`config.mk`:
```
export PLATFORM = sky130hd
export DESIGN_NAME = alu_request_arbiter
export DESIGN_NICKNAME = d
export VERILOG_FILES = /design/src/rtl/alu_request_arbiter_pkg.sv /design/src/rtl/rr_arbiter2.sv /design/src/rtl/alu_request_arbiter.sv
export SDC_FILE = /design/constraint.sdc
export NUM_CORES = 1
export LEC_CHECK = 0
export ABC_AREA = 0
export ABC_CLOCK_PERIOD_IN_PS = 1940
export BUFFER_PORTS_ARGS = -buffer_cell sky130_fd_sc_hd__buf_2
export CORE_AREA = 2 2 147 149
export DETAILED_ROUTE_END_ITERATION = 10
export DIE_AREA = 0 0 149 151
export SYNTH_ARGS = -nofsm -noshare
export SYNTH_HDL_FRONTEND = slang
export SYNTH_SLANG_ARGS = --single-unit
```
`constraint.sdc`:
```
create_clock -name clock -period 1.94 [get_ports clock]
set_clock_uncertainty 0.1 [all_clocks]
set_input_delay 0.388 -clock clock [delete_from_list [all_inputs] [get_ports clock]]
set_output_delay 0.388 -clock clock [all_outputs]
set_load 0.02 [all_outputs]
```
`src/rtl/alu_request_arbiter_pkg.sv`:
```
// Shared definitions for the ALU request arbiter: opcode encodings, the
// legal-opcode check and the sequencing FSM state type.
package alu_request_arbiter_pkg;

  localparam int unsigned OpW = 5;

  localparam logic [OpW-1:0] OpAnd = 5'd0;
  localparam logic [OpW-1:0] OpOr  = 5'd1;
  localparam logic [OpW-1:0] OpXor = 5'd2;
  localparam logic [OpW-1:0] OpNot = 5'd3;
  localparam logic [OpW-1:0] OpShl = 5'd8;
  localparam logic [OpW-1:0] OpShr = 5'd9;
  localparam logic [OpW-1:0] OpSar = 5'd10;
  localparam logic [OpW-1:0] OpRol = 5'd11;

  typedef enum logic [1:0] {
    StIdle,
    StExec,
    StResp
  } state_e;

  function automatic logic is_legal_op(input logic [OpW-1:0] op);
    logic legal;
    case (op)
      OpAnd, OpOr, OpXor, OpNot, OpShl, OpShr, OpSar, OpRol: legal = 1'b1;
      default:                                               legal = 1'b0;
    endcase
    return legal;
  endfunction

endpackage

```
`src/rtl/rr_arbiter2.sv`:
```
// Two-input round-robin arbiter.
//   clk_i, rst_ni : clock, async active-low reset
//   req_i[1:0]    : request lines
//   en_i          : arbitration enabled this cycle (grants are zero otherwise)
//   gnt_o[1:0]    : one-hot grant; a grant is also the acceptance, so the
//                   pointer advances whenever a grant is issued
module rr_arbiter2 (
  input  logic       clk_i,
  input  logic       rst_ni,
  input  logic [1:0] req_i,
  input  logic       en_i,
  output logic [1:0] gnt_o
);

  // Index of the requester granted last; resets to 1 so requester 0 wins the
  // first tie.
  logic last_grant_q, last_grant_d;

  always_comb begin
    gnt_o        = 2'b00;
    last_grant_d = last_grant_q;
    if (en_i) begin
      unique case (req_i)
        2'b01:   gnt_o = 2'b01;
        2'b10:   gnt_o = 2'b10;
        2'b11:   gnt_o = last_grant_q ? 2'b01 : 2'b10;
        default: gnt_o = 2'b00;
      endcase
      if (|gnt_o) begin
        last_grant_d = gnt_o[1];
      end
    end
  end

  always_ff @(posedge clk_i or negedge rst_ni) begin
    if (!rst_ni) begin
      last_grant_q <= 1'b1;
    end else begin
      last_grant_q <= last_grant_d;
    end
  end

endmodule

```
`src/rtl/alu_request_arbiter.sv`:
```
// Sequencing front end for the shared ALU. Two requesters are arbitrated
// round-robin; the granted operands are registered towards the ALU, the ALU
// result is captured one cycle later and returned on a single tagged response
// channel.
//   clock, reset_n             : clock, async active-low reset
//   reqN_valid/ready           : request handshakes (ready only in idle)
//   reqN_op/a/b/num            : request payloads
//   alu_opcode/a/b/num         : registered ALU operands
//   alu_result                 : combinational ALU result
//   rsp_valid/ready            : response handshake
//   rsp_id/result/err          : response payload
module alu_request_arbiter
  import alu_request_arbiter_pkg::*;
#(
  parameter int unsigned WIDTH = 32,
  parameter int unsigned OPW   = OpW
) (
  input  logic             clock,
  input  logic             reset_n,
  input  logic             req0_valid,
  output logic             req0_ready,
  input  logic [OPW-1:0]   req0_op,
  input  logic [WIDTH-1:0] req0_a,
  input  logic [WIDTH-1:0] req0_b,
  input  logic [WIDTH-1:0] req0_num,
  input  logic             req1_valid,
  output logic             req1_ready,
  input  logic [OPW-1:0]   req1_op,
  input  logic [WIDTH-1:0] req1_a,
  input  logic [WIDTH-1:0] req1_b,
  input  logic [WIDTH-1:0] req1_num,
  output logic [OPW-1:0]   alu_opcode,
  output logic [WIDTH-1:0] alu_a,
  output logic [WIDTH-1:0] alu_b,
  output logic [WIDTH-1:0] alu_num,
  input  logic [WIDTH-1:0] alu_result,
  output logic             rsp_valid,
  input  logic             rsp_ready,
  output logic             rsp_id,
  output logic [WIDTH-1:0] rsp_result,
  output logic             rsp_err
);

  state_e           state_q, state_d;
  logic [OPW-1:0]   op_q, op_d;
  logic [WIDTH-1:0] a_q, a_d, b_q, b_d, num_q, num_d;
  logic             id_q, id_d;
  logic             rsp_valid_q, rsp_valid_d;
  logic             rsp_id_q, rsp_id_d;
  logic             rsp_err_q, rsp_err_d;
  logic [WIDTH-1:0] rsp_result_q, rsp_result_d;

  logic [1:0] gnt;
  logic       in_idle;
  logic       op_legal;

  assign in_idle  = (state_q == StIdle);
  assign op_legal = is_legal_op(op_q);

  rr_arbiter2 u_arb (
    .clk_i  (clock),
    .rst_ni (reset_n),
    .req_i  ({req1_valid, req0_valid}),
    .en_i   (in_idle),
    .gnt_o  (gnt)
  );

  assign req0_ready = gnt[0];
  assign req1_ready = gnt[1];

  always_comb begin
    state_d      = state_q;
    op_d         = op_q;
    a_d          = a_q;
    b_d          = b_q;
    num_d        = num_q;
    id_d         = id_q;
    rsp_valid_d  = rsp_valid_q;
    rsp_id_d     = rsp_id_q;
    rsp_err_d    = rsp_err_q;
    rsp_result_d = rsp_result_q;

    unique case (state_q)
      StIdle: begin
        if (|gnt) begin
          op_d    = gnt[1] ? req1_op : req0_op;
          a_d     = gnt[1] ? req1_a  : req0_a;
          b_d     = gnt[1] ? req1_b  : req0_b;
          // Only the low five bits form a shift amount; the rest is zeroed.
          num_d   = {{(WIDTH-5){1'b0}}, (gnt[1] ? req1_num[4:0] : req0_num[4:0])};
          id_d    = gnt[1];
          state_d = StExec;
        end
      end
      StExec: begin
        // Illegal opcodes still complete, but never leak the ALU output.
        rsp_result_d = op_legal ? alu_result : '0;
        rsp_err_d    = ~op_legal;
        rsp_id_d     = id_q;
        rsp_valid_d  = 1'b1;
        state_d      = StResp;
      end
      StResp: begin
        if (rsp_ready) begin
          rsp_valid_d = 1'b0;
          state_d     = StIdle;
        end
      end
      default: state_d = StIdle;
    endcase
  end

  always_ff @(posedge clock or negedge reset_n) begin
    if (!reset_n) begin
      state_q      <= StIdle;
      op_q         <= '0;
      a_q          <= '0;
      b_q          <= '0;
      num_q        <= '0;
      id_q         <= 1'b0;
      rsp_valid_q  <= 1'b0;
      rsp_id_q     <= 1'b0;
      rsp_err_q    <= 1'b0;
      rsp_result_q <= '0;
    end else begin
      state_q      <= state_d;
      op_q         <= op_d;
      a_q          <= a_d;
      b_q          <= b_d;
      num_q        <= num_d;
      id_q         <= id_d;
      rsp_valid_q  <= rsp_valid_d;
      rsp_id_q     <= rsp_id_d;
      rsp_err_q    <= rsp_err_d;
      rsp_result_q <= rsp_result_d;
    end
  end

  assign alu_opcode = op_q;
  assign alu_a      = a_q;
  assign alu_b      = b_q;
  assign alu_num    = num_q;
  assign rsp_valid  = rsp_valid_q;
  assign rsp_id     = rsp_id_q;
  assign rsp_err    = rsp_err_q;
  assign rsp_result = rsp_result_q;

endmodule

```
* Word level (Yosys, flattened, before mapping)
Memories as Yosys holds them, arrays and structs flattened. Cells that the tools add are included.
Cells by class: $add $sub $neg 0, $mul 0, divide/modulo/power cells 0, order comparisons 0, eq/ne operators 7, shift operators 0, mux-type cells 15, bitwise logic cells 1, reductions and logical operators 8
Operator list (count):
- $mux W32 | 3
- $pmux W2 S3 | 2
- $mux W2 | 5
- $mux W5 | 2
- $reduce_and A2 Y1 | 4
- $eq A2 B2 Y1 const B | 3
- $eq A2 B1 Y1 const B | 2
- $reduce_or A2 Y1 | 2
- $logic_not A2 Y1 | 1
- $mux W1 | 2
- $ne A2 B1 Y1 const B | 1
- $ne A2 B2 Y1 const B | 1
- $pmux W1 S2 | 1
- $reduce_bool A2 Y1 | 1
- $not A1 Y1 | 1
Word-level totals: register bits 113, bits in latches 0, memory bits (writable) 0, bits in read-only memories 16, bits of input ports 239, output and inout port bits 138, logic and storage cells 43, memories 1
Memories:
- (no name shown) | words 16, bits a word 1, rd ports 1, clocked after Yosys merged registers in 0, write ports 0, RTL line alu_request_arbiter_pkg.sv:24 | case (op)

* Depth between registers and ports, before layout
Gate-level depths: netlist of run 1.
depth after elaboration 7, gate-level depth with buffers 6, depth with buffers taken out 4

* Hierarchy
A second synthesis of run 1 with hierarchy kept.
Unflattened totals: cell total of the unflattened synthesis 366, area total of the unflattened synthesis 5500.3 µm²
Modules (own cells, without submodules):
- alu_request_arbiter | instances 1, cells each 358, area each 5437.7 µm², seq. area each 2802.7 µm²
- rr_arbiter2 | instances 1, cells each 8, area each 62.6 µm², seq. area each 26.3 µm²

* Least setup slack after synthesis of run 1
Ideal clock, no wire load.
kind register to output, start point register u_arb.last_grant_q, end point output req0_ready, data arrival time 1105 ps, setup slack 347 ps, stages on the path, launching flop included 5, path buffers 1, cells stage by stage dfstp_2 -> nand2b_1 -> buf_2 -> nand3_1 -> inv_1
On the way: longest elaborated chain between the ends 4
Ends and longest elaborated chain:
- start, declared | RTL line rr_arbiter2.sv:17 | logic last_grant_q, last_grant_d;
- start signal, assigned | RTL line rr_arbiter2.sv:39 | last_grant_q <= last_grant_d;
- $mux W2 | RTL line rr_arbiter2.sv:26 | 2'b11: gnt_o = last_grant_q ? 2'b01 : 2'b10;
- $pmux W2 S3 | RTL line rr_arbiter2.sv:23 | unique case (req_i)
- $mux W2 (2 in series) | RTL line rr_arbiter2.sv:22 | if (en_i) begin
- end, declared | RTL line alu_request_arbiter.sv:21 | output logic req0_ready,
No other way between the ends. The select of a mux whose other input is x is not followed.

* Final worst setup path of run 1
start point register state_q[1], end point output req1_ready
On the way: longest elaborated chain between the ends 2
Ends and longest elaborated chain:
- start, declared | RTL line alu_request_arbiter.sv:44 | state_e state_q, state_d;
- start signal, assigned | RTL line alu_request_arbiter.sv:115 | state_q <= StIdle;
- start signal, assigned | RTL line alu_request_arbiter.sv:126 | state_q <= state_d;
- $logic_not A2 Y1 | RTL line alu_request_arbiter.sv:57 | assign in_idle = (state_q == StIdle);
- $mux W2 | RTL line rr_arbiter2.sv:22
- end, declared | RTL line alu_request_arbiter.sv:27 | output logic req1_ready,
No other way between the ends.

==> results.txt, run 1 <==
Status -> finished with violations
Failing checks -> setup timing
Post-Syn Instances -> 551
IO Port Bufs -> 295
Root Buffer Master -> clkbuf_16
Post-synth EDFFs -> 0
Post-synthesis register bit count -> 113
Share of cells above drive strength 1 -> 43.6%
Diodes inserted -> 0
Hold Path Stages -> 2
Top-count cell post-synth -> dfrtp_1
Synth top cells by count -> dfrtp_1 (112), a21oi_1 (75), nand3_1 (73)
Setup violators final -> 1
Pin count of the biggest net entering global routing -> 74
Synth top area share -> 51.9%
Layout Cells excl Fill -> 1119
Crit share post-route -> 101%
Die height -> 151 um
Worst path slowest cell -> dfrtp_2
Critical path cell sequence -> or2_4, a211oi_4, buf_6
RSZ-0062 raised after global routing -> yes
YS warnings -> 0
Netlist cell types -> 30
Part of the Yosys area used for sequential elements -> 52.4%
Inserted Clock Buffers -> 17
# rows -> 53
Final WL -> 18700 um
Reg area -> 2830 um2
Avg WL per Cell -> 16.7 um
Worst path buffer plus inverter count -> 1
Fmax -> 512 MHz
CP required -> 1450 ps
GRT Resource Usage Total -> 16.2%
Core box area -> 20800 um2
Area leader, netlist -> dfrtp_1
Vias -> 5459
Worst-Skew Late Latency -> 400 ps
Crit path kind -> flip-flop to output port
First-pass DRT Iterations -> 4
Max rail drop VDD -> 0.000602 V
CTS HTree Levels -> 4
Clk sinks -> 113
Multi-input gate area -> 2130 um2
Overflow after GRT -> 0
Post-route ant nets -> 0
Crit-path max FO -> 3
FFs w/ async S/R, synth -> 100%
Placed cells -> 1081
Final hold vios -> 0
Total chip power -> 13.5 mW
PnR worst setup slack -> -14.6 ps
CP peak stage delay -> 430 ps
Synth Cell Area -> 5400 um2
CP Launch Type -> flip-flop
Slew Viols, Final -> 0
Pwr dens -> 1750 nW/um2
Worst-path clk slew -> 60 ps
Largest cells by area after synthesis -> dfrtp_1 (52%), a31oi_1 (8.3%), a21oi_1 (7.0%)
IO Count -> 377
GP Congestion -> 0.793
Max Cap Viol -> 0
Area growth syn-to-layout -> 43.2%
Critical path depth -> 3
Vias in the first global route -> 5197
CP delay by family, top -> flip-flops
Leak -> 3.70 nW
Min-delay worst type -> input port to flip-flop
Critical Path AT -> 1470 ps
Vias per inst -> 4.88
Avg Synthesized Cell Area -> 9.80 um2
Die X -> 149 um
Hpwl dp -> 12600 um
Slew margin rel. -> 46.2%
First-pass GRT wire length -> 28100 um
Top FF cell, synth -> dfrtp_1
CTS tree -> done
DR DRC count -> 0
Worst setup EP type -> output port
Min cycle time layout -> 1950 ps
DR iter-0 viols -> 219
FILL cells -> 2158
Initial antenna violation count -> 0
NumNets Final -> 1070
Worst-margin pin slew -> 807 ps
Reg2Reg Depth -> 5
Die area -> 22500 um2
Clock buffer depth -> 2
Starting Density -> 25.9%
==> area by class of cell <==
type,count,share of cell area [%]
tap,275,4.45
multi-input combinational,371,27.5
clock inverter,14,2.31
sequential,113,36.6
timing repair buffer,323,23.2
clock buffer,18,5.68
inverter,5,0.275
==> power breakdown <==
part	leakage [nW]	internal, mW	switching (mW)
sequential	1.34	3.55	0.617
clock	0.294	2.07	1.19
combinational	2.07	2.18	3.93
==> registers in the layout, summed over array words and instances (netlist names) <==
register,flops
alu_a,32
alu_b,32
rsp_result,32
alu_num,5
alu_opcode,5
state_q,2
id_q,1
rsp_err,1
rsp_id,1
rsp_valid,1
u_arb.last_grant_q,1
==> repair_timing <==
item / CTS / global route
endpoints found under the hold margin: 24 / 0
cloned: 0 / 0
pin swaps: 1 / 2
hold buffers: 1 / 0
setup buffers: 4 / 1
setup endpoints to repair: 2 / 8
gates resized for setup: 8 / 3
==> layout by cell type (no fill, tap or decap), types with 2 or more instances in the layout <==
| cell | n |
|---|---|
| and4_1 | 2 |
| a21o_1 | 2 |
| conb_1 | 27 |
| dfrtp_1 | 111 |
| inv_2 | 2 |
| buf_2 | 292 |
| buf_4 | 21 |
| a221o_1 | 2 |
| a22o_1 | 32 |
| clkinvlp_4 | 3 |
| nand2b_1 | 2 |
| inv_6 | 3 |
| inv_1 | 2 |
| nand3_1 | 72 |
| bufinv_16 | 3 |
| a21oi_1 | 75 |
| a31oi_1 | 72 |
| clkinv_4 | 4 |
| clkbuf_16 | 17 |
| o21ai_0 | 72 |
| buf_12 | 7 |
| buf_6 | 2 |
==> per-layer routing <==
metal	track usage (%)	vias to the layer above	part of all wire, %
met5	0	-	0
met4	5.33	0	1.2
met3	3.89	16	7.8
met2	27.9	268	49
met1	20.0	2600	42
li1	-	2575	-
==> stage by stage <==
step                setup WS, ps  utilization, %  hold WS (ps)  area, um2  TNS (ps)
finish                     -14.6            37.1          79.6       7730     -14.6
global route               -59.2            37.1          66.9       7730     -91.1
CTS                         -106            37.1          50.5       7720      -170
detailed placement          57.1            33.8           254       7030         0
global placement             129            33.8           251       7030         0
floorplan                    347               -         -7.59       5500         0
==> final timing paths <==
kind | to | from | slack, ps
setup / recovery | req1_ready | state_q[1] | -10
hold / removal | state_q[1] | rsp_ready | 80
setup reg to reg | alu_a[25] | state_q[0] | 170
hold reg to reg | id_q | id_q | 370
max in group asynchronous | rsp_result[18] | reset_n | 790
min in group asynchronous | rsp_result[29] | reset_n | 360
==> cell families after synthesis <==
| logic type | after synthesis | synth area share (%) |
|---|---|---|
| flip-flops | 113 | 52.4 |
| AND/OR/NAND/NOR | 86 | 8.55 |
| multiplexers | 1 | 0.209 |
| AO/OA/AOI/OAI | 257 | 28.1 |
| buffers and inverters | 93 | 10.6 |
| other | 1 | 0.0695 |
Power figures use the tool's default switching activity.
==> run 2: changes to the inputs <==
- ABC_CLOCK_PERIOD_IN_PS: 1940 -> 1800
- CORE_AREA: 2 2 147 149 -> 2 2 148 150
- DIE_AREA: 0 0 149 151 -> 0 0 150 152
- SYNTH_HIERARCHICAL: default -> 1
- clock period: 1.94 -> 1.8 ns (I/O delays scaled with it)
==> run 2 against run 1 <==
The run still ends with setup timing left. Sequential cell count is the same. Critical path type is now flip-flop to flip-flop. First-iteration DRC count is 36% lower. Highest routed layer unchanged. Via count shrank 24%. Power up 14%. Hold slack worse by 10 ps. Sequential power is 2% higher. Combinational power rose by 30%. Utilization is 2.5 points higher. Die area is 1.3% higher. Largest power group unchanged.
==> results.txt, run 2 <==
Synth top area share -> 51.0% (-0.96 points)
Vias per inst -> 4.20 (-14%)
Status -> finished with violations
Die area -> 22800 um2 (+1.3%)
Post-Syn Instances -> 366 (-34%)
Final instance area -> 8470 um2 (+9.5%)
Root Buffer Master -> clkbuf_16
Crit-path max FO -> 6 (+3)
Hpwl dp -> 9960 um (-21%)
First-pass DRT Iterations -> 4 (unchanged)
Max Cap Viol -> 0 (unchanged)
GP Congestion -> 0.749 (-5.6%)
Min-delay worst type -> input port to flip-flop
Inserted Clock Buffers -> 17 (unchanged)
Critical path depth -> 7 (+4)
CTS tree -> done
Synth Cell Area -> 5500 um2 (+1.9%)
Pin count of the biggest net entering global routing -> 47 (-36%)
Top FF cell, synth -> dfrtp_1
Crit path capture -> alu_a[3]
Synth top cells by count -> dfrtp_1 (112), mux2_2 (53), mux2_4 (49)
YS warnings -> 6 (+6)
Crit share post-route -> 111%
Slew Viols, Final -> 0 (unchanged)
DR iter-0 viols -> 140 (-36%)
Max rail drop VDD -> 0.000666 V (+11%)
First-pass GRT wire length -> 22800 um (-19%)
Diodes inserted -> 0 (unchanged)
Worst-Skew Late Latency -> 400 ps (about the same)
CTS HTree Levels -> 4 (unchanged)
Layout Cells excl Fill -> 986 (-12%)
Critical path cell sequence -> nor2_4, nand2_2, a21oi_4, buf_12, bufbuf_16, mux2_1, mux2_4
CP peak stage delay -> 400 ps (-30 ps)
Worst path slowest cell -> dfrtp_1
Vias -> 4141 (-24%)
Pwr dens -> 1820 nW/um2 (+4.1%)
Placed cell areas -> 7310 um2 (+3.9%)
GRT Resource Usage Total -> 13.0% (-3.2 points)
FILL cells -> 2070 (-4.1%)
Post-route ant nets -> 0 (unchanged)
Final WL -> 15100 um (-19%)
Post-synth EDFFs -> 0 (unchanged)
Overflow after GRT -> 0 (unchanged)
Crit path kind -> flip-flop to flip-flop
R2r setup slk -> -200 ps (-370 ps)
Leak -> 4.37 nW (+18%)
IO Port Bufs -> 295 (unchanged)
IO Count -> 377 (unchanged)
CP required -> 1990 ps (+540 ps)
Worst path buffer plus inverter count -> 2 (+1)
Critical Path AT -> 2180 ps (+710 ps)
Fmax -> 501 MHz
Placed cells -> 937 (-13%)
Post-layout util -> 39.7% (+2.5 points)
Worst-path clk slew -> 60 ps (about the same)
Share of cells above drive strength 1 -> 70.4% (+27 points)
# rows -> 54 (+1.9%)
NumNets Final -> 932 (-13%)
Failing checks -> setup timing
CP Launch Type -> flip-flop
Commonest non-fill, non-tap cell in the layout -> buf_2
Worst r2r dst -> alu_a[3]
PnR worst setup slack -> -198 ps (-183 ps)
Post-synthesis register bit count -> 113 (unchanged)
Avg WL per Cell -> 15.3 um (-8.6%)
Worst setup EP type -> flip-flop
Netlist cell types -> 20 (-33%)
Starting Density -> 25.8% (-0.17 points)
Final hold vios -> 0 (unchanged)
Min cycle time layout -> 2000 ps
Vias in the first global route -> 4283 (-18%)
CP delay by family, top -> multiplexers
Clock buffer depth -> 2 (unchanged)
DR DRC count -> 0 (unchanged)
Setup violators final -> 76 (+75)
RSZ-0062 raised after global routing -> yes
Area growth syn-to-layout -> 54.0%
Initial antenna violation count -> 0 (unchanged)
Die height -> 152 um (+0.66%)
Core box area -> 21400 um2 (+2.5%)
Die X -> 150 um (+0.67%)
Launch point of the worst path -> state_q[1]
Reg2Reg Depth -> 7 (+2)
Top-count cell post-synth -> dfrtp_1
Area leader, netlist -> dfrtp_1
R2R Path Start -> state_q[1]
Highest-count cells in the layout ignoring fill and taps -> buf_2 (292), dfrtp_1 (112), mux2_4 (102), a22o_1 (33)
Avg Synthesized Cell Area -> 15.0 um2 (+53%)
FFs w/ async S/R, synth -> 100% (unchanged)
Part of the Yosys area used for sequential elements -> 51.4% (-0.97 points)
Largest cells by area after synthesis -> dfrtp_1 (51%), mux2_4 (13%), mux2_2 (11%)
Final setup TNS -> -9790 ps (-9780 ps)
Clk sinks -> 113 (unchanged)
[run 2: cell count changes after synthesis, moves of 14 or more]
cell and delta:
nand3_1 -73, a21oi_1 -70, a31oi_1 -72, clkbuf_1 -14
o21ai_0 -70, mux2_1 +46, buf_2 -29, mux2_4 +49
mux2_2 +53
[run 2: metrics by stage]
step	power [mW]	hold WS, ps	setup slack (ps)
floorplan	9.07	-35.6	-210
finish	15.4	69.6	-198
detailed placement	11.0	164	-193
global route	16.3	50.2	-275
global placement	11.0	159	-173
CTS	15.2	48.0	-209
[run 2: worst min path at each step]
stage,endpoint,cells past startpoint,slack (ps),start
4_1_cts,rsp_result[15],2,50,alu_result[15]
2_1_floorplan,alu_a[0],0,-40,reset_n
3_5_place_dp,alu_a[4],1,160,reset_n
6_report,rsp_result[6],2,70,alu_result[6]
3_3_place_gp,alu_a[4],1,160,reset_n
5_1_grt,rsp_result[15],2,50,alu_result[15]
[run 2: final cells by class]
| cell class | count | area, um2 | share of cell area [%] |
|---|---|---|---|
| clock buffers | 23 | 488 | 5.76 |
| clock inverters | 9 | 81.3 | 0.960 |
| inverters | 3 | 11.3 | 0.133 |
| multi-input cells | 226 | 2580 | 30.5 |
| flip-flops and latches | 113 | 2830 | 33.4 |
| well taps | 280 | 350 | 4.14 |
| repair buffers | 332 | 2120 | 25.1 |
[run 2: repair_timing]
action	4_1_cts	5_1_grt
pin swaps	2	1
endpoints found under the hold margin	14	0
hold buffers	1	0
endpoints found under the setup margin	76	76
setup buffers	8	2
gates cloned	5	3
resized for setup	32	46
[run 2: worst register-to-register path, stage by stage, from the launching register on]
cell,delay [ps]
dfrtp_1,400
nor2_4,120
nand2_2,80
a21oi_4,150
buf_12,150
bufbuf_16,280
mux2_1,340
mux2_4,260
[run 2: where the power goes]
group | internal, mW | switching (mW)
Clock | 2.04 | 1.20
Combinational | 4.25 | 3.71
Sequential | 3.68 | 0.573
[run 2: cells by family after synthesis]
kind of cell,Yosys count,synth area share (%)
buffers and inverters,53,7.42
other,1,0.0682
multiplexers,149,33.8
AND/OR/NAND/NOR,8,1.00
AO/OA/AOI/OAI,42,6.23
flip-flops,113,51.4
[run 2: per-layer routing]
| metal | part of all wire (%) | vias to the layer above | global-route usage (%) |
|---|---|---|---|
| met3 | 8.1 | 18 | 4.56 |
| met1 | 42 | 1986 | 15.4 |
| li1 | - | 1929 | - |
| met2 | 48 | 208 | 22.0 |
| met4 | 1.7 | 0 | 3.86 |
| met5 | 0 | - | 0 |
